==> config.mk <==
export PLATFORM = sky130hd
export DESIGN_NAME = axil_arbiter2_flat
export DESIGN_NICKNAME = d
export VERILOG_FILES = /design/src/rtl/axil_arbiter2_if.sv /design/src/rtl/axil_arbiter2.sv /design/src/flat_wrapper.sv
export SDC_FILE = /design/constraint.sdc
export NUM_CORES = 1
export LEC_CHECK = 0
export BUFFER_PORTS_ARGS = -buffer_cell sky130_fd_sc_hd__clkbuf_2
export CAP_MARGIN = 20
export CELL_PAD_IN_SITES_DETAIL_PLACEMENT = 0
export CELL_PAD_IN_SITES_GLOBAL_PLACEMENT = 1
export CORE_MARGIN = 10
export CORE_UTILIZATION = 17
export DETAILED_ROUTE_END_ITERATION = 12
export PLACE_DENSITY = 0.82
export SLEW_MARGIN = 25
export SYNTH_ARGS = -nofsm -noshare
export SYNTH_HDL_FRONTEND = slang
export SYNTH_SLANG_ARGS = --single-unit
==> constraint.sdc <==
create_clock -name S_AXI_ACLK -period 4.5 [get_ports S_AXI_ACLK]
set_input_delay 0.45 -clock S_AXI_ACLK [delete_from_list [all_inputs] [get_ports S_AXI_ACLK]]
set_output_delay 0.45 -clock S_AXI_ACLK [all_outputs]
set_load 0.05 [all_outputs]
==> src/rtl/axil_arbiter2_if.sv <==
// Bus bundle for the two-master AXI-lite arbiter: packed per-master upstream
// signals (master i in slice i) plus the single downstream port.
interface axil_arbiter2_if #(
  parameter int C_AXI_ADDR_WIDTH = 4,
  parameter int C_AXI_DATA_WIDTH = 32
);
  localparam int AW = C_AXI_ADDR_WIDTH;
  localparam int DW = C_AXI_DATA_WIDTH;
  localparam int SW = C_AXI_DATA_WIDTH / 8;

  logic [1:0]      S_AXI_AWVALID, S_AXI_AWREADY;
  logic [2*AW-1:0] S_AXI_AWADDR;
  logic [1:0]      S_AXI_WVALID, S_AXI_WREADY;
  logic [2*DW-1:0] S_AXI_WDATA;
  logic [2*SW-1:0] S_AXI_WSTRB;
  logic [1:0]      S_AXI_BVALID, S_AXI_BREADY;
  logic [3:0]      S_AXI_BRESP;
  logic [1:0]      S_AXI_ARVALID, S_AXI_ARREADY;
  logic [2*AW-1:0] S_AXI_ARADDR;
  logic [1:0]      S_AXI_RVALID, S_AXI_RREADY;
  logic [2*DW-1:0] S_AXI_RDATA;
  logic [3:0]      S_AXI_RRESP;

  logic          M_AXI_AWVALID, M_AXI_AWREADY;
  logic [AW-1:0] M_AXI_AWADDR;
  logic          M_AXI_WVALID, M_AXI_WREADY;
  logic [DW-1:0] M_AXI_WDATA;
  logic [SW-1:0] M_AXI_WSTRB;
  logic          M_AXI_BVALID, M_AXI_BREADY;
  logic [1:0]    M_AXI_BRESP;
  logic          M_AXI_ARVALID, M_AXI_ARREADY;
  logic [AW-1:0] M_AXI_ARADDR;
  logic          M_AXI_RVALID, M_AXI_RREADY;
  logic [DW-1:0] M_AXI_RDATA;
  logic [1:0]    M_AXI_RRESP;

  // Arbiter view: accepts upstream requests, drives the downstream port.
  modport slave (
    input  S_AXI_AWVALID, S_AXI_AWADDR, S_AXI_WVALID, S_AXI_WDATA, S_AXI_WSTRB,
    input  S_AXI_BREADY, S_AXI_ARVALID, S_AXI_ARADDR, S_AXI_RREADY,
    output S_AXI_AWREADY, S_AXI_WREADY, S_AXI_BVALID, S_AXI_BRESP,
    output S_AXI_ARREADY, S_AXI_RVALID, S_AXI_RDATA, S_AXI_RRESP,
    output M_AXI_AWVALID, M_AXI_AWADDR, M_AXI_WVALID, M_AXI_WDATA, M_AXI_WSTRB,
    output M_AXI_BREADY, M_AXI_ARVALID, M_AXI_ARADDR, M_AXI_RREADY,
    input  M_AXI_AWREADY, M_AXI_WREADY, M_AXI_BVALID, M_AXI_BRESP,
    input  M_AXI_ARREADY, M_AXI_RVALID, M_AXI_RDATA, M_AXI_RRESP
  );

  // Environment view: upstream masters and downstream slave.
  modport master (
    output S_AXI_AWVALID, S_AXI_AWADDR, S_AXI_WVALID, S_AXI_WDATA, S_AXI_WSTRB,
    output S_AXI_BREADY, S_AXI_ARVALID, S_AXI_ARADDR, S_AXI_RREADY,
    input  S_AXI_AWREADY, S_AXI_WREADY, S_AXI_BVALID, S_AXI_BRESP,
    input  S_AXI_ARREADY, S_AXI_RVALID, S_AXI_RDATA, S_AXI_RRESP,
    input  M_AXI_AWVALID, M_AXI_AWADDR, M_AXI_WVALID, M_AXI_WDATA, M_AXI_WSTRB,
    input  M_AXI_BREADY, M_AXI_ARVALID, M_AXI_ARADDR, M_AXI_RREADY,
    output M_AXI_AWREADY, M_AXI_WREADY, M_AXI_BVALID, M_AXI_BRESP,
    output M_AXI_ARREADY, M_AXI_RVALID, M_AXI_RDATA, M_AXI_RRESP
  );
endinterface

==> src/rtl/axil_arbiter2.sv <==
// Two-master to one-slave AXI-lite arbiter; read and write directions are
// arbitrated independently, round-robin, one transaction outstanding each.
module axil_arbiter2 #(
  parameter int C_AXI_ADDR_WIDTH = 4,
  parameter int C_AXI_DATA_WIDTH = 32,
  parameter bit OPT_LOWPOWER     = 1'b0
) (
  input logic           S_AXI_ACLK,
  input logic           i_reset,
  axil_arbiter2_if.slave bus
);
  localparam int AW = C_AXI_ADDR_WIDTH;
  localparam int DW = C_AXI_DATA_WIDTH;
  localparam int SW = C_AXI_DATA_WIDTH / 8;

  typedef enum logic [1:0] {WIDLE, WADDR, WRESP} wstate_e;
  typedef enum logic [1:0] {RIDLE, RADDR, RRESP} rstate_e;

  wstate_e wstate;
  rstate_e rstate;
  logic    wg, last_wg, aw_done, w_done;
  logic    rg, last_rg;
  logic    wg_next, rg_next;
  logic    awv, wv, arv;
  logic    aw_hs, w_hs, b_hs, ar_hs, r_hs;

  always_comb begin
    wg_next = (&bus.S_AXI_AWVALID) ? !last_wg : bus.S_AXI_AWVALID[1];
    rg_next = (&bus.S_AXI_ARVALID) ? !last_rg : bus.S_AXI_ARVALID[1];
  end

  // Write direction
  always_ff @(posedge S_AXI_ACLK) begin
    if (i_reset) begin
      wstate  <= WIDLE;
      wg      <= 1'b0;
      last_wg <= 1'b1;
      aw_done <= 1'b0;
      w_done  <= 1'b0;
    end else begin
      case (wstate)
        WIDLE: if (|bus.S_AXI_AWVALID) begin
          wg      <= wg_next;
          last_wg <= wg_next;
          wstate  <= WADDR;
        end
        WADDR: begin
          // AW and W may finish in either order; leave once both have.
          if ((aw_done || aw_hs) && (w_done || w_hs)) begin
            wstate  <= WRESP;
            aw_done <= 1'b0;
            w_done  <= 1'b0;
          end else begin
            if (aw_hs) aw_done <= 1'b1;
            if (w_hs)  w_done  <= 1'b1;
          end
        end
        WRESP: if (b_hs) wstate <= WIDLE;
        default: wstate <= WIDLE;
      endcase
    end
  end

  always_comb begin
    bus.S_AXI_AWREADY = '0;
    bus.S_AXI_WREADY  = '0;
    bus.S_AXI_BVALID  = '0;
    bus.S_AXI_BRESP   = '0;
    awv = (wstate == WADDR) && bus.S_AXI_AWVALID[wg] && !aw_done;
    wv  = (wstate == WADDR) && bus.S_AXI_WVALID[wg]  && !w_done;
    bus.M_AXI_AWVALID = awv;
    bus.M_AXI_WVALID  = wv;
    bus.M_AXI_BREADY  = (wstate == WRESP) && bus.S_AXI_BREADY[wg];
    if (wstate == WADDR) begin
      bus.S_AXI_AWREADY[wg] = bus.M_AXI_AWREADY && !aw_done;
      bus.S_AXI_WREADY[wg]  = bus.M_AXI_WREADY  && !w_done;
    end
    if (wstate == WRESP) begin
      bus.S_AXI_BVALID[wg] = bus.M_AXI_BVALID;
      if (wg) bus.S_AXI_BRESP[3:2] = bus.M_AXI_BRESP;
      else    bus.S_AXI_BRESP[1:0] = bus.M_AXI_BRESP;
    end
    bus.M_AXI_AWADDR = wg ? bus.S_AXI_AWADDR[2*AW-1:AW] : bus.S_AXI_AWADDR[AW-1:0];
    bus.M_AXI_WDATA  = wg ? bus.S_AXI_WDATA[2*DW-1:DW]  : bus.S_AXI_WDATA[DW-1:0];
    bus.M_AXI_WSTRB  = wg ? bus.S_AXI_WSTRB[2*SW-1:SW]  : bus.S_AXI_WSTRB[SW-1:0];
    if (OPT_LOWPOWER && !awv) bus.M_AXI_AWADDR = '0;
    if (OPT_LOWPOWER && !wv) begin
      bus.M_AXI_WDATA = '0;
      bus.M_AXI_WSTRB = '0;
    end
  end

  always_comb begin
    aw_hs = awv && bus.M_AXI_AWREADY;
    w_hs  = wv  && bus.M_AXI_WREADY;
    b_hs  = bus.M_AXI_BVALID && bus.M_AXI_BREADY;
  end

  // Read direction
  always_ff @(posedge S_AXI_ACLK) begin
    if (i_reset) begin
      rstate  <= RIDLE;
      rg      <= 1'b0;
      last_rg <= 1'b1;
    end else begin
      case (rstate)
        RIDLE: if (|bus.S_AXI_ARVALID) begin
          rg      <= rg_next;
          last_rg <= rg_next;
          rstate  <= RADDR;
        end
        RADDR: if (ar_hs) rstate <= RRESP;
        RRESP: if (r_hs)  rstate <= RIDLE;
        default: rstate <= RIDLE;
      endcase
    end
  end

  always_comb begin
    bus.S_AXI_ARREADY = '0;
    bus.S_AXI_RVALID  = '0;
    bus.S_AXI_RDATA   = '0;
    bus.S_AXI_RRESP   = '0;
    arv = (rstate == RADDR) && bus.S_AXI_ARVALID[rg];
    bus.M_AXI_ARVALID = arv;
    bus.M_AXI_RREADY  = (rstate == RRESP) && bus.S_AXI_RREADY[rg];
    if (rstate == RADDR) bus.S_AXI_ARREADY[rg] = bus.M_AXI_ARREADY;
    if (rstate == RRESP) begin
      bus.S_AXI_RVALID[rg] = bus.M_AXI_RVALID;
      if (rg) begin
        bus.S_AXI_RDATA[2*DW-1:DW] = bus.M_AXI_RDATA;
        bus.S_AXI_RRESP[3:2]       = bus.M_AXI_RRESP;
      end else begin
        bus.S_AXI_RDATA[DW-1:0] = bus.M_AXI_RDATA;
        bus.S_AXI_RRESP[1:0]    = bus.M_AXI_RRESP;
      end
    end
    bus.M_AXI_ARADDR = rg ? bus.S_AXI_ARADDR[2*AW-1:AW] : bus.S_AXI_ARADDR[AW-1:0];
    if (OPT_LOWPOWER && !arv) bus.M_AXI_ARADDR = '0;
  end

  always_comb begin
    ar_hs = arv && bus.M_AXI_ARREADY;
    r_hs  = bus.M_AXI_RVALID && bus.M_AXI_RREADY;
  end

endmodule

==> src/flat_wrapper.sv <==
// flat-port wrapper written by rule: the top's interface ports become plain ports
module axil_arbiter2_flat 
#(
  parameter int C_AXI_ADDR_WIDTH = 4,
  parameter int C_AXI_DATA_WIDTH = 32,
  parameter bit OPT_LOWPOWER     = 1'b0
)
  (S_AXI_ACLK, i_reset, bus_S_AXI_AWVALID, bus_S_AXI_AWADDR, bus_S_AXI_WVALID, bus_S_AXI_WDATA, bus_S_AXI_WSTRB, bus_S_AXI_BREADY, bus_S_AXI_ARVALID, bus_S_AXI_ARADDR, bus_S_AXI_RREADY, bus_S_AXI_AWREADY, bus_S_AXI_WREADY, bus_S_AXI_BVALID, bus_S_AXI_BRESP, bus_S_AXI_ARREADY, bus_S_AXI_RVALID, bus_S_AXI_RDATA, bus_S_AXI_RRESP, bus_M_AXI_AWVALID, bus_M_AXI_AWADDR, bus_M_AXI_WVALID, bus_M_AXI_WDATA, bus_M_AXI_WSTRB, bus_M_AXI_BREADY, bus_M_AXI_ARVALID, bus_M_AXI_ARADDR, bus_M_AXI_RREADY, bus_M_AXI_AWREADY, bus_M_AXI_WREADY, bus_M_AXI_BVALID, bus_M_AXI_BRESP, bus_M_AXI_ARREADY, bus_M_AXI_RVALID, bus_M_AXI_RDATA, bus_M_AXI_RRESP);
  axil_arbiter2_if #(.C_AXI_ADDR_WIDTH(C_AXI_ADDR_WIDTH), .C_AXI_DATA_WIDTH(C_AXI_DATA_WIDTH)) bus_i ();
  input logic S_AXI_ACLK;
  input logic i_reset;
  input wire logic [$bits(bus_i.S_AXI_AWVALID)-1:0] bus_S_AXI_AWVALID;
  input wire logic [$bits(bus_i.S_AXI_AWADDR)-1:0] bus_S_AXI_AWADDR;
  input wire logic [$bits(bus_i.S_AXI_WVALID)-1:0] bus_S_AXI_WVALID;
  input wire logic [$bits(bus_i.S_AXI_WDATA)-1:0] bus_S_AXI_WDATA;
  input wire logic [$bits(bus_i.S_AXI_WSTRB)-1:0] bus_S_AXI_WSTRB;
  input wire logic [$bits(bus_i.S_AXI_BREADY)-1:0] bus_S_AXI_BREADY;
  input wire logic [$bits(bus_i.S_AXI_ARVALID)-1:0] bus_S_AXI_ARVALID;
  input wire logic [$bits(bus_i.S_AXI_ARADDR)-1:0] bus_S_AXI_ARADDR;
  input wire logic [$bits(bus_i.S_AXI_RREADY)-1:0] bus_S_AXI_RREADY;
  output wire logic [$bits(bus_i.S_AXI_AWREADY)-1:0] bus_S_AXI_AWREADY;
  output wire logic [$bits(bus_i.S_AXI_WREADY)-1:0] bus_S_AXI_WREADY;
  output wire logic [$bits(bus_i.S_AXI_BVALID)-1:0] bus_S_AXI_BVALID;
  output wire logic [$bits(bus_i.S_AXI_BRESP)-1:0] bus_S_AXI_BRESP;
  output wire logic [$bits(bus_i.S_AXI_ARREADY)-1:0] bus_S_AXI_ARREADY;
  output wire logic [$bits(bus_i.S_AXI_RVALID)-1:0] bus_S_AXI_RVALID;
  output wire logic [$bits(bus_i.S_AXI_RDATA)-1:0] bus_S_AXI_RDATA;
  output wire logic [$bits(bus_i.S_AXI_RRESP)-1:0] bus_S_AXI_RRESP;
  output wire logic [$bits(bus_i.M_AXI_AWVALID)-1:0] bus_M_AXI_AWVALID;
  output wire logic [$bits(bus_i.M_AXI_AWADDR)-1:0] bus_M_AXI_AWADDR;
  output wire logic [$bits(bus_i.M_AXI_WVALID)-1:0] bus_M_AXI_WVALID;
  output wire logic [$bits(bus_i.M_AXI_WDATA)-1:0] bus_M_AXI_WDATA;
  output wire logic [$bits(bus_i.M_AXI_WSTRB)-1:0] bus_M_AXI_WSTRB;
  output wire logic [$bits(bus_i.M_AXI_BREADY)-1:0] bus_M_AXI_BREADY;
  output wire logic [$bits(bus_i.M_AXI_ARVALID)-1:0] bus_M_AXI_ARVALID;
  output wire logic [$bits(bus_i.M_AXI_ARADDR)-1:0] bus_M_AXI_ARADDR;
  output wire logic [$bits(bus_i.M_AXI_RREADY)-1:0] bus_M_AXI_RREADY;
  input wire logic [$bits(bus_i.M_AXI_AWREADY)-1:0] bus_M_AXI_AWREADY;
  input wire logic [$bits(bus_i.M_AXI_WREADY)-1:0] bus_M_AXI_WREADY;
  input wire logic [$bits(bus_i.M_AXI_BVALID)-1:0] bus_M_AXI_BVALID;
  input wire logic [$bits(bus_i.M_AXI_BRESP)-1:0] bus_M_AXI_BRESP;
  input wire logic [$bits(bus_i.M_AXI_ARREADY)-1:0] bus_M_AXI_ARREADY;
  input wire logic [$bits(bus_i.M_AXI_RVALID)-1:0] bus_M_AXI_RVALID;
  input wire logic [$bits(bus_i.M_AXI_RDATA)-1:0] bus_M_AXI_RDATA;
  input wire logic [$bits(bus_i.M_AXI_RRESP)-1:0] bus_M_AXI_RRESP;
  assign bus_i.S_AXI_AWVALID = bus_S_AXI_AWVALID;
  assign bus_i.S_AXI_AWADDR = bus_S_AXI_AWADDR;
  assign bus_i.S_AXI_WVALID = bus_S_AXI_WVALID;
  assign bus_i.S_AXI_WDATA = bus_S_AXI_WDATA;
  assign bus_i.S_AXI_WSTRB = bus_S_AXI_WSTRB;
  assign bus_i.S_AXI_BREADY = bus_S_AXI_BREADY;
  assign bus_i.S_AXI_ARVALID = bus_S_AXI_ARVALID;
  assign bus_i.S_AXI_ARADDR = bus_S_AXI_ARADDR;
  assign bus_i.S_AXI_RREADY = bus_S_AXI_RREADY;
  assign bus_S_AXI_AWREADY = bus_i.S_AXI_AWREADY;
  assign bus_S_AXI_WREADY = bus_i.S_AXI_WREADY;
  assign bus_S_AXI_BVALID = bus_i.S_AXI_BVALID;
  assign bus_S_AXI_BRESP = bus_i.S_AXI_BRESP;
  assign bus_S_AXI_ARREADY = bus_i.S_AXI_ARREADY;
  assign bus_S_AXI_RVALID = bus_i.S_AXI_RVALID;
  assign bus_S_AXI_RDATA = bus_i.S_AXI_RDATA;
  assign bus_S_AXI_RRESP = bus_i.S_AXI_RRESP;
  assign bus_M_AXI_AWVALID = bus_i.M_AXI_AWVALID;
  assign bus_M_AXI_AWADDR = bus_i.M_AXI_AWADDR;
  assign bus_M_AXI_WVALID = bus_i.M_AXI_WVALID;
  assign bus_M_AXI_WDATA = bus_i.M_AXI_WDATA;
  assign bus_M_AXI_WSTRB = bus_i.M_AXI_WSTRB;
  assign bus_M_AXI_BREADY = bus_i.M_AXI_BREADY;
  assign bus_M_AXI_ARVALID = bus_i.M_AXI_ARVALID;
  assign bus_M_AXI_ARADDR = bus_i.M_AXI_ARADDR;
  assign bus_M_AXI_RREADY = bus_i.M_AXI_RREADY;
  assign bus_i.M_AXI_AWREADY = bus_M_AXI_AWREADY;
  assign bus_i.M_AXI_WREADY = bus_M_AXI_WREADY;
  assign bus_i.M_AXI_BVALID = bus_M_AXI_BVALID;
  assign bus_i.M_AXI_BRESP = bus_M_AXI_BRESP;
  assign bus_i.M_AXI_ARREADY = bus_M_AXI_ARREADY;
  assign bus_i.M_AXI_RVALID = bus_M_AXI_RVALID;
  assign bus_i.M_AXI_RDATA = bus_M_AXI_RDATA;
  assign bus_i.M_AXI_RRESP = bus_M_AXI_RRESP;
  axil_arbiter2 #(.C_AXI_ADDR_WIDTH(C_AXI_ADDR_WIDTH), .C_AXI_DATA_WIDTH(C_AXI_DATA_WIDTH), .OPT_LOWPOWER(OPT_LOWPOWER)) u_core (.S_AXI_ACLK(S_AXI_ACLK), .i_reset(i_reset), .bus(bus_i));
endmodule
# Yosys cells after proc, flatten, opt, wreduce, memory -nomap -nowiden
# Index checks and enable logic that the tools add are counted.
dict set report totals {
  out_inout_bits 131
  wordCells 110
  regBits 10
  inputBits 141
}
dict set report classes {
  bitwise 5
  magnitude_cmp 4
  n_mux 46
  reduce_logical 37
  n_eq_ne 10
}
# op n
set op_table {}
lappend op_table {{$mux W32} 3}
lappend op_table {{$mux W64} 1}
lappend op_table {{$mux W2} 15}
lappend op_table {{$mux W4} 5}
lappend op_table {{$mux W1} 18}
lappend op_table {{$logic_and A1 B1 Y1} 17}
lappend op_table {{$ne A2 B1 Y1 const B} 6}
lappend op_table {{$pmux W2 S3} 2}
lappend op_table {{$reduce_and A2 Y1} 6}
lappend op_table {{$and A2 B2 Y2} 5}
lappend op_table {{$reduce_and A3 Y1} 2}
lappend op_table {{$eq A2 B1 Y1 const B} 2}
lappend op_table {{$eq A2 B2 Y1 const B} 2}
lappend op_table {{$logic_not A1 Y1} 4}
lappend op_table {{$logic_not A2 Y1} 2}
lappend op_table {{$lt A1 B2 Y1 const B} 2}
lappend op_table {{$reduce_bool A2 Y1} 2}
lappend op_table {{$reduce_or A2 Y1} 2}
lappend op_table {{$demux W1 S1} 2}
lappend op_table {{$ge A1 B1 Y1 const B} 2}
lappend op_table {{$logic_or A1 B1 Y1} 2}

# Depth between registers and ports, before layout
# Gate-level depths: netlist of the first run.
dict set report logic_depth {
  depth_word 9
  mapped_depth 5
  ltp_nobuf 4
}

# Least setup slack after synthesis of the first run
# OpenSTA, ideal clock, no wires.
dict set report synth_path {
  path_kind {register to output}
  start {register u_core.wg}
  end {output port bus_S_AXI_BVALID[0]}
  path_stages_with_launch 4
  required_time_ns 4.050
  arrival_time_ns 1.689
  path_slack_ns 2.361
  n_path_buf 2
  path_cell_list {dfxtp_1 -> buf_6 -> clkbuf_1 -> nor3_1}
}
dict set report synth_between {
  elab_chain_cells 6
  word_cells_on_any_way 7
  cone_classes {order compare: 2; mux: 3; bitwise: 1; reduce/logical: 1}
}
# item line
set synth_lines {}
lappend synth_lines {{start: declaration} axil_arbiter2.sv:21} ;# logic wg, last_wg, aw_done, w_done;
lappend synth_lines {{start signal: assignment} axil_arbiter2.sv:43} ;# wg <= wg_next;
lappend synth_lines {{$lt A1 B2 Y1 (implied by the code) / $ge A1 B1 Y1 (equally long branches)} axil_arbiter2.sv:79} ;# bus.S_AXI_BVALID[wg] = bus.M_AXI_BVALID;
lappend synth_lines {{$logic_and A1 B1 Y1 (implied by the code)} axil_arbiter2.sv:79}
lappend synth_lines {{$mux W1 (implied by the code)} axil_arbiter2.sv:79}
lappend synth_lines {{$demux W1 S1 *} --}
lappend synth_lines {{$and A2 B2 Y2 (no source line) *} --}
lappend synth_lines {{$mux W2 *} axil_arbiter2.sv:78} ;# if (wstate == WRESP) begin
lappend synth_lines {{end: declaration} flat_wrapper.sv:23} ;# output wire logic [$bits(bus_i.S_AXI_BVALID)-1:0] bus_S_AXI_BVALID;
# Mark *: on every way between the ends. The rest lies on a longest branch, timed or not.

# Worst setup path in the final report of the first run
dict set report layout_path {
  start {register u_core.rg}
  end {output port bus_S_AXI_RDATA[52]}
}
dict set report layout_between {
  elab_chain_cells 2
}
# item line
set layout_lines {}
lappend layout_lines {{start: declaration} axil_arbiter2.sv:22} ;# logic rg, last_rg;
lappend layout_lines {{start signal: assignment} axil_arbiter2.sv:108} ;# rg <= rg_next;
lappend layout_lines {{$mux W32} axil_arbiter2.sv:130} ;# if (rg) begin
lappend layout_lines {{$mux W64} axil_arbiter2.sv:128} ;# if (rstate == RRESP) begin
lappend layout_lines {{end: declaration} flat_wrapper.sv:27} ;# output wire logic [$bits(bus_i.S_AXI_RDATA)-1:0] bus_S_AXI_RDATA;
# Every way passes these cells.

==> results by stage, run 1 <==
Outcome:
- The flow ran to the end, and the final reports show no timing, DRC or antenna violations.

Power:
- Across the VDD grid, the largest voltage drop is 0.0733 mV.
- The overall power is about 0.59 mW.
- The analysis attributes to cell leakage a power of 1.84 nW.
- In this run the power density over the cells is around 190 nW/um^2.

Drt:
- In this run the remaining antenna-violating nets after routing total 0.
- The vias per cell is roughly 4.
- The first routing iteration left 50 violations.
- The DRC violations left is 0.
- After detailed routing, the average wire length per cell comes to 16.1 um.
- The iteration count of the initial detailed-routing pass is 4.
- The final layout contains routed wiring with a total length of between 9000 and 10000 um.
- The number of vias after detailed routing is between 2k and 2.5k.

CTS:
- TritonCTS built the clock tree.
- No sink is reached through more buffers than the 2 on the longest clock path.
- The count of hold buffers inserted by post-cts repair is 0.
- Clock-pin slew was measured on the worst setup and hold paths at 50 ps.
- The count of H-tree levels built during CTS is 1.
- The CTS root buffer is sky130_fd_sc_hd__clkbuf_8.
- Clock tree synthesis found a total of 10 sinks.
- In this run, post-CTS repair resized a total of 0 instances.
- The clock latency of the later-clocked register in the worst-skew pair is ~230 ps.
- The post-CTS setup repair buffer count is 0.
- In this run, CTS created clock tree buffers numbering 3.

Hold path:
- The number of instances on the worst hold path is 1.
- The worst min-delay path endpoint is u_core.last_wg.
- The worst hold path begins at u_core.last_wg.
- The tightest min-delay check is of the register to register type.

Final layout:
- The total number of nets in the final design is 616.
- The total non-filler cell area in the finished layout is 3170 sq um.
- In the final layout, the share of cells above drive strength 1 is 0.690.
- The area growth from synthesis to layout is 93.4%.
- Counting the fill cells in the layout gives 1003.
- 0 antenna diodes ended up in the layout.
- Once layout is complete, the utilization of the core stands at 0.340.

GRT:
- The initial antenna violation count is 0.
- The via count of the first global-routing pass is 2742.
- The all-layer global routing usage is 0.127.
- The total overflow reported by the global router is 0.
- The first global-routing pass estimated about 15000 um of wire.
- The maximum number of pins on one net before global-route repair is 54.

Synthesis:
- In the synthesized netlist the dominant register cell turns out to be sky130_fd_sc_hd__dfxtp_1.
- The sequential share of the synthesized area is 0.122.
- The post-synthesis area per instance is between 7 and 8 sq um.
- The number of flops mapped to enable cells by yosys is 0.
- The cell type with the largest total area after synthesis is sky130_fd_sc_hd__mux2_2.
- In this run, synthesis produced a sequential element count of 10.
- The number of nets handed over by synthesis was 352.
- The proportion of register bits with asynchronous set or reset after synthesis is 0.
- In the post-synthesis netlist, the biggest area contributors are sky130_fd_sc_hd__mux2_2, sky130_fd_sc_hd__and2_1, sky130_fd_sc_hd__dfxtp_1.
- In this run, distinct cell masters in the synthesized netlist total 29.
- By instance count, the leading cell after synthesis is sky130_fd_sc_hd__and2_1.
- The warning count from the yosys run is 0.
- In the synthesized netlist, the cells that appear most often are sky130_fd_sc_hd__and2_1, sky130_fd_sc_hd__mux2_2, sky130_fd_sc_hd__nor2_1.
- In this run the cell area of the synthesized design comes to between 1500 and 2000 sq um.
- The number of cells produced by synthesis is 211.
- The area share of the leading cell type in the synthesized netlist is 0.302.

Critical path:
- The maximum fanout count along the critical path is 35.
- The beginning of the worst register-to-register path is u_core.wg.
- The worst setup path is captured at an output port.
- Counting cells, the worst reg-to-reg path comes to 4.
- The worst setup path is of the register to output port kind.
- The data arrival time at the worst-slack endpoint is 1800 ps.
- The endpoint identified for the worst register-to-register timing path is u_core.wstate[0].
- At the worst endpoint, the required time is 4050 ps.
- The worst-case register-to-register setup slack is around 2700 ps.
- The element type at the critical path start is a register.

Timing:
- The max-slew violation count came to 0.
- The count of final hold-check violations is 0.
- The sum of negative setup slack is 0 ps.
- For the pin with the worst max-slew slack, the measured transition is 635 ps.
- Clock skew on the completed layout was measured at 0.238 ps.
- The final count of negative-setup-slack endpoints is 0.
- Setup repair after global routing left no endpoint under its margin.
- The maximum frequency from static timing analysis is roughly 440 MHz.
- Once routing completed, OpenROAD measured the worst setup slack at 2250 ps.
- The smallest clock period supported by the final layout is computed as 2250 ps.
- The normalized max-slew margin is 0.576.
- In the finished design, the share of the clock period the worst path needs comes to 0.500.

Die:
- After floorplanning, the core was sized to cover 9330 sq um.
- The die is roughly 120 um tall.
- The die covers 14000 sq um.
- Measured along the x axis, the die boundary spans between 100 and 150 um.
- After floorplanning, the core was divided into 35 placement rows.
- 272 I/O pins were placed.
- The initial utilization of the core area, before any placement, comes to 0.176.

Placed design:
- Summing all placed instances gives a cell area of between 3000 and 4000 sq um.
- The post-detailed-placement half-perimeter wirelength is just under 9000 um.
- The count of input and output buffers is 271.
- The final weighted congestion in routability-driven placement is 0.721.
- At the placement stage, the worst setup path has a slack of approximately 2200 ps.

Flow run:
- The count of maximum capacitance violations is 0.
## critical path, cell delays in order, from the launching register on
cell and delay, ps:
sky130_fd_sc_hd__dfxtp_1 600, sky130_fd_sc_hd__inv_1 110, sky130_fd_sc_hd__nor2_1 120, sky130_fd_sc_hd__buf_4 270, sky130_fd_sc_hd__and2_1 170, sky130_fd_sc_hd__clkbuf_2 290
## cell usage in the layout (no fill, tap or decap), types with 2 or more instances in the layout
cell type                  synthesis  routed
sky130_fd_sc_hd__nor3_1            5       5
sky130_fd_sc_hd__mux2_2           44      44
sky130_fd_sc_hd__a32oi_1           2       2
sky130_fd_sc_hd__and2_1           73      73
sky130_fd_sc_hd__clkbuf_2          0     271
sky130_fd_sc_hd__mux2i_1           4       4
sky130_fd_sc_hd__inv_1             2       2
sky130_fd_sc_hd__a211o_1           2       2
sky130_fd_sc_hd__buf_4             0       2
sky130_fd_sc_hd__nand2b_1          3       3
sky130_fd_sc_hd__clkbuf_8          0       4
sky130_fd_sc_hd__nand2_1          10      10
sky130_fd_sc_hd__nor2b_1           6       6
sky130_fd_sc_hd__and3_1            5       5
sky130_fd_sc_hd__dfxtp_1          10       9
sky130_fd_sc_hd__nor2_1           19      19
## where the power goes
group	leakage (nW)	switching [mW]	total, mW	internal (mW)
clock	0.0288	0.0353	0.112	0.0769
combinational	1.73	0.238	0.363	0.125
sequential	0.0831	0.0189	0.114	0.0951
total	1.84	0.292	0.589	0.297
## state kept, by name, indices dropped and copies added (netlist names)
register,cells
u_core.aw_done,1
u_core.last_rg,1
u_core.last_wg,1
u_core.rg,1
u_core.rstate,2
u_core.w_done,1
u_core.wg,1
u_core.wstate,2
## area by class of cell
| cell class | count | area [sq um] | area share |
|---|---|---|---|
| Tap cell | 129 | 161 | 0.0509 |
| Sequential cell | 10 | 204 | 0.0644 |
| Inverter | 2 | 7.51 | 0.00237 |
| Clock buffer | 4 | 55.1 | 0.0174 |
| Timing Repair Buffer | 273 | 1370 | 0.433 |
| Multi-Input combinational cell | 185 | 1370 | 0.432 |
## worst max-delay path by stage
| stage | startpoint | to | depth (start not counted) |
|---|---|---|---|
| final | u_core.rg | bus_S_AXI_RDATA[52] | 5 |
| after global routing | u_core.rg | bus_S_AXI_RDATA[50] | 5 |
| after CTS | u_core.wg | bus_M_AXI_WVALID | 3 |
| after detailed placement | u_core.wg | bus_M_AXI_WVALID | 3 |
| after global placement | u_core.wg | bus_M_AXI_AWVALID | 3 |
| after floorplan | u_core.wg | bus_S_AXI_BVALID[0] | 3 |
## through the flow
stage	hold WS, ps	cells
2_1_floorplan	457	211
3_3_place_gp	468	599
3_5_place_dp	484	599
4_1_cts	496	603
5_1_grt	532	603
6_report	493	603
## per-layer routing
metal  GRT usage  vias to the layer above  wire, um
li1            -                     1244         -
met1       0.112                     1061      3220
met2       0.244                      175      4940
met3      0.0766                        6      1480
met4      0.0216                        0        89
met5           0                        -         0
## logic make-up (layout without fill, tap and decap cells)
kind of cell | Yosys count | count (layout) | synth area share
AO/OA/AOI/OAI | 14 | 14 | 0.0817
AND/OR/NAND/NOR | 122 | 122 | 0.418
flip-flops | 10 | 10 | 0.122
buffers and inverters | 16 | 279 | 0.0420
multiplexers | 49 | 49 | 0.336
Power figures use the tool's default switching activity.
==> run 2, diff against run 1 <==
Settings changed: CORE_UTILIZATION 17 to 16, PLACE_DENSITY 0.82 to 0.78.
Clock period 4.5 ns to 2.2 ns, I/O delays scaled along.
==> results by stage, run 2 (synthesis gave the netlist of run 1 again) <==
Timing:
- The maximum frequency from static timing analysis is 535 MHz.
- The sum of negative setup slack is 0 ps.
- The final clock period utilization by the worst path is 0.850.
- The count of final hold-check violations is 0.
- Headroom to the max-slew limit came out at 0.745.
- The final count of negative-setup-slack endpoints is 0.
- The max-slew violation count is 0.
- Setup repair after global routing left no endpoint under its margin.
- The worst-margin pin slew is about 380 ps.
- The clock skew after layout is 0.166 ps.
- The final critical-path required period is 1870 ps.
- The post-layout worst setup margin is 330 ps.

Critical path:
- Along the worst path, the maximum fanout reaches 41.
- The type of destination of the critical path is an output port.
- The element type at the critical path start is a register.
- At the worst endpoint, the arrival time is 1650 ps.
- The critical path is of the register to output port type.
- The launching instance or port of the critical path is u_core.wg.
- The startpoint identified for the worst register-to-register timing path is u_core.wg.
- STA puts the critical path data required time at 1980 ps.

Drt:
- For this block, the initial DRC count from the detailed router was 67.
- The number of vias after detailed routing is ~2.5k.
- The total wirelength of the detailed-routed design is 11100 um.
- After detailed routing, the average wire length per cell comes to 18.3 um.
- In the routed layout, each cell is associated on average with a via count of 4.17.
- The iteration count of the initial detailed-routing pass is 5.
- For this run, design rule violations remaining after detail routing come to 0.
- The count of nets left with antenna violations once routing finished came out at 0.

Power:
- The worst ir drop on vdd is approximately 0.17 mV.
- The analysis attributes to cell leakage a power of roughly 2.1 nW.
- The power density of the placed cells is 299 nW/um^2.

Die:
- The region available for standard cell placement spans 9860 sq um.
- The die footprint is 14700 sq um.
- The height of the die is roughly 120 um.
- The number of top-level pins is 272.
- The initial core utilization is 0.166.
- The die width is 121 um.
- The row count is 36.

Placed design:
- The worst slack at placement is between 500 and 600 ps.
- Routability-driven placement finished with a final weighted congestion of slightly above 0.9.
- Port buffering added 271 buffers.
- Detailed placement finished with a half-perimeter wire length of about 10000 um.

Hold path:
- The launch point of the worst hold path is bus_S_AXI_ARVALID[1].
- The worst hold path class is input port to register.

Final layout:
- The largest registers in the layout are u_core.rstate: 2 flops, u_core.wstate: 2 flops.
- The filler cells instantiated in the layout total between 900 and 1k.
- Of the cells placed in the final design, the portion with a size suffix greater than 1 is 0.691.
- In the layout the commonest cells are sky130_fd_sc_hd__clkbuf_2, sky130_fd_sc_hd__and2_1, sky130_fd_sc_hd__buf_12, sky130_fd_sc_hd__mux2_2, sky130_fd_sc_hd__nor2_1.
- Leaving out fill and tap cells, the most frequent cell in the layout is sky130_fd_sc_hd__clkbuf_2.
- Once layout is complete, the utilization of the core stands at 0.431.
- Relative to the synthesized area, the layout overhead comes to 159%.
- The number of antenna diodes is 0.
- The total number of nets in the final design is 618.

CTS:
- The number of cells upsized or downsized after cts is 0.
- The clock sink total is 10.
- Counting the buffers created by CTS gives 3.
- After clock tree synthesis, the clock-pin slew on the worst setup and hold paths is 50 ps.
- The tree is rooted in a sky130_fd_sc_hd__clkbuf_8.
- The count of hold buffers inserted by post-cts repair is 0.
- TritonCTS built the clock tree.
- CTS built an H-tree with a depth of 1.
- The post-CTS setup repair buffer count is 0.
- The largest buffer count on any clock path is 2.
- The clock latency of the later-clocked register in the worst-skew pair is 230 ps.

GRT:
- In this run the most used layer during global routing was met2.
- The first global-routing pass estimated 16200 um of wire.
- For met1 alone, demand over resource in global routing was 0.119.
- In the global route stage, met2 resource usage came out at 0.258.
- The total overflow reported by the global router is 0.
- For this run, the total global-route usage over all layers was measured as 0.138.
- The via count of the first global-routing pass is 2928.
- The met3 layer usage reported by global route is 0.0991.
- The initial antenna violation count is 0.
- The maximum number of pins on one net before global-route repair is between 40 and 50.

Outcome:
- The run finished with clean final reports.

Flow run:
- The count of maximum capacitance violations is 0.
[run 2: path summary, 6_finish.rpt]
| kind | endpoint | slack (ps) | depth (start not counted) |
|---|---|---|---|
| worst min register to register | u_core.last_rg | 500 | 1 |
| worst min-delay path | u_core.rg | 310 | 3 |
| worst max register to register | u_core.wstate[0] | 600 | 4 |
| worst max-delay path | bus_M_AXI_WDATA[18] | 330 | 3 |
[run 2: where the power goes]
part	switching, mW	internal (mW)
Clock	0.0721	0.157
Combinational	0.521	0.304
Sequential	0.0196	0.195
[run 2: layer usage]
metal / share of wire / vias up / wire (um)
met5: 0 / - / 0
met4: 0.012 / 0 / 129
met3: 0.16 / 8 / 1810
met2: 0.51 / 173 / 5680
met1: 0.32 / 1113 / 3520
li1: - / 1244 / -
[run 2: worst max-delay path, stage by stage (launching register included)]
cell and delay, ps:
sky130_fd_sc_hd__dfxtp_2 510, sky130_fd_sc_hd__buf_12 260, sky130_fd_sc_hd__mux2_2 370, sky130_fd_sc_hd__clkbuf_2 240
[run 2: final cells by class]
| type | instances | area (sq um) | share of cell area |
|---|---|---|---|
| Multi-Input combinational cell | 185 | 1370 | 0.322 |
| Sequential cell | 10 | 201 | 0.0474 |
| Timing Repair Buffer | 275 | 2450 | 0.576 |
| Clock buffer | 4 | 55.1 | 0.0130 |
| Inverter | 2 | 7.51 | 0.00177 |
| Tap cell | 133 | 166 | 0.0392 |
[run 2: through the flow]
step                      total power, mW  hold WS [ps]  instance area [sq um]  cells
after global routing                 1.34           344                   4250    609
after detailed placement             1.05           487                   4200    605
after CTS                            1.29           303                   4250    609
after floorplan                     0.744           386                   1640    211
final                                1.27           311                   4250    609
after global placement               1.04           467                   4200    605
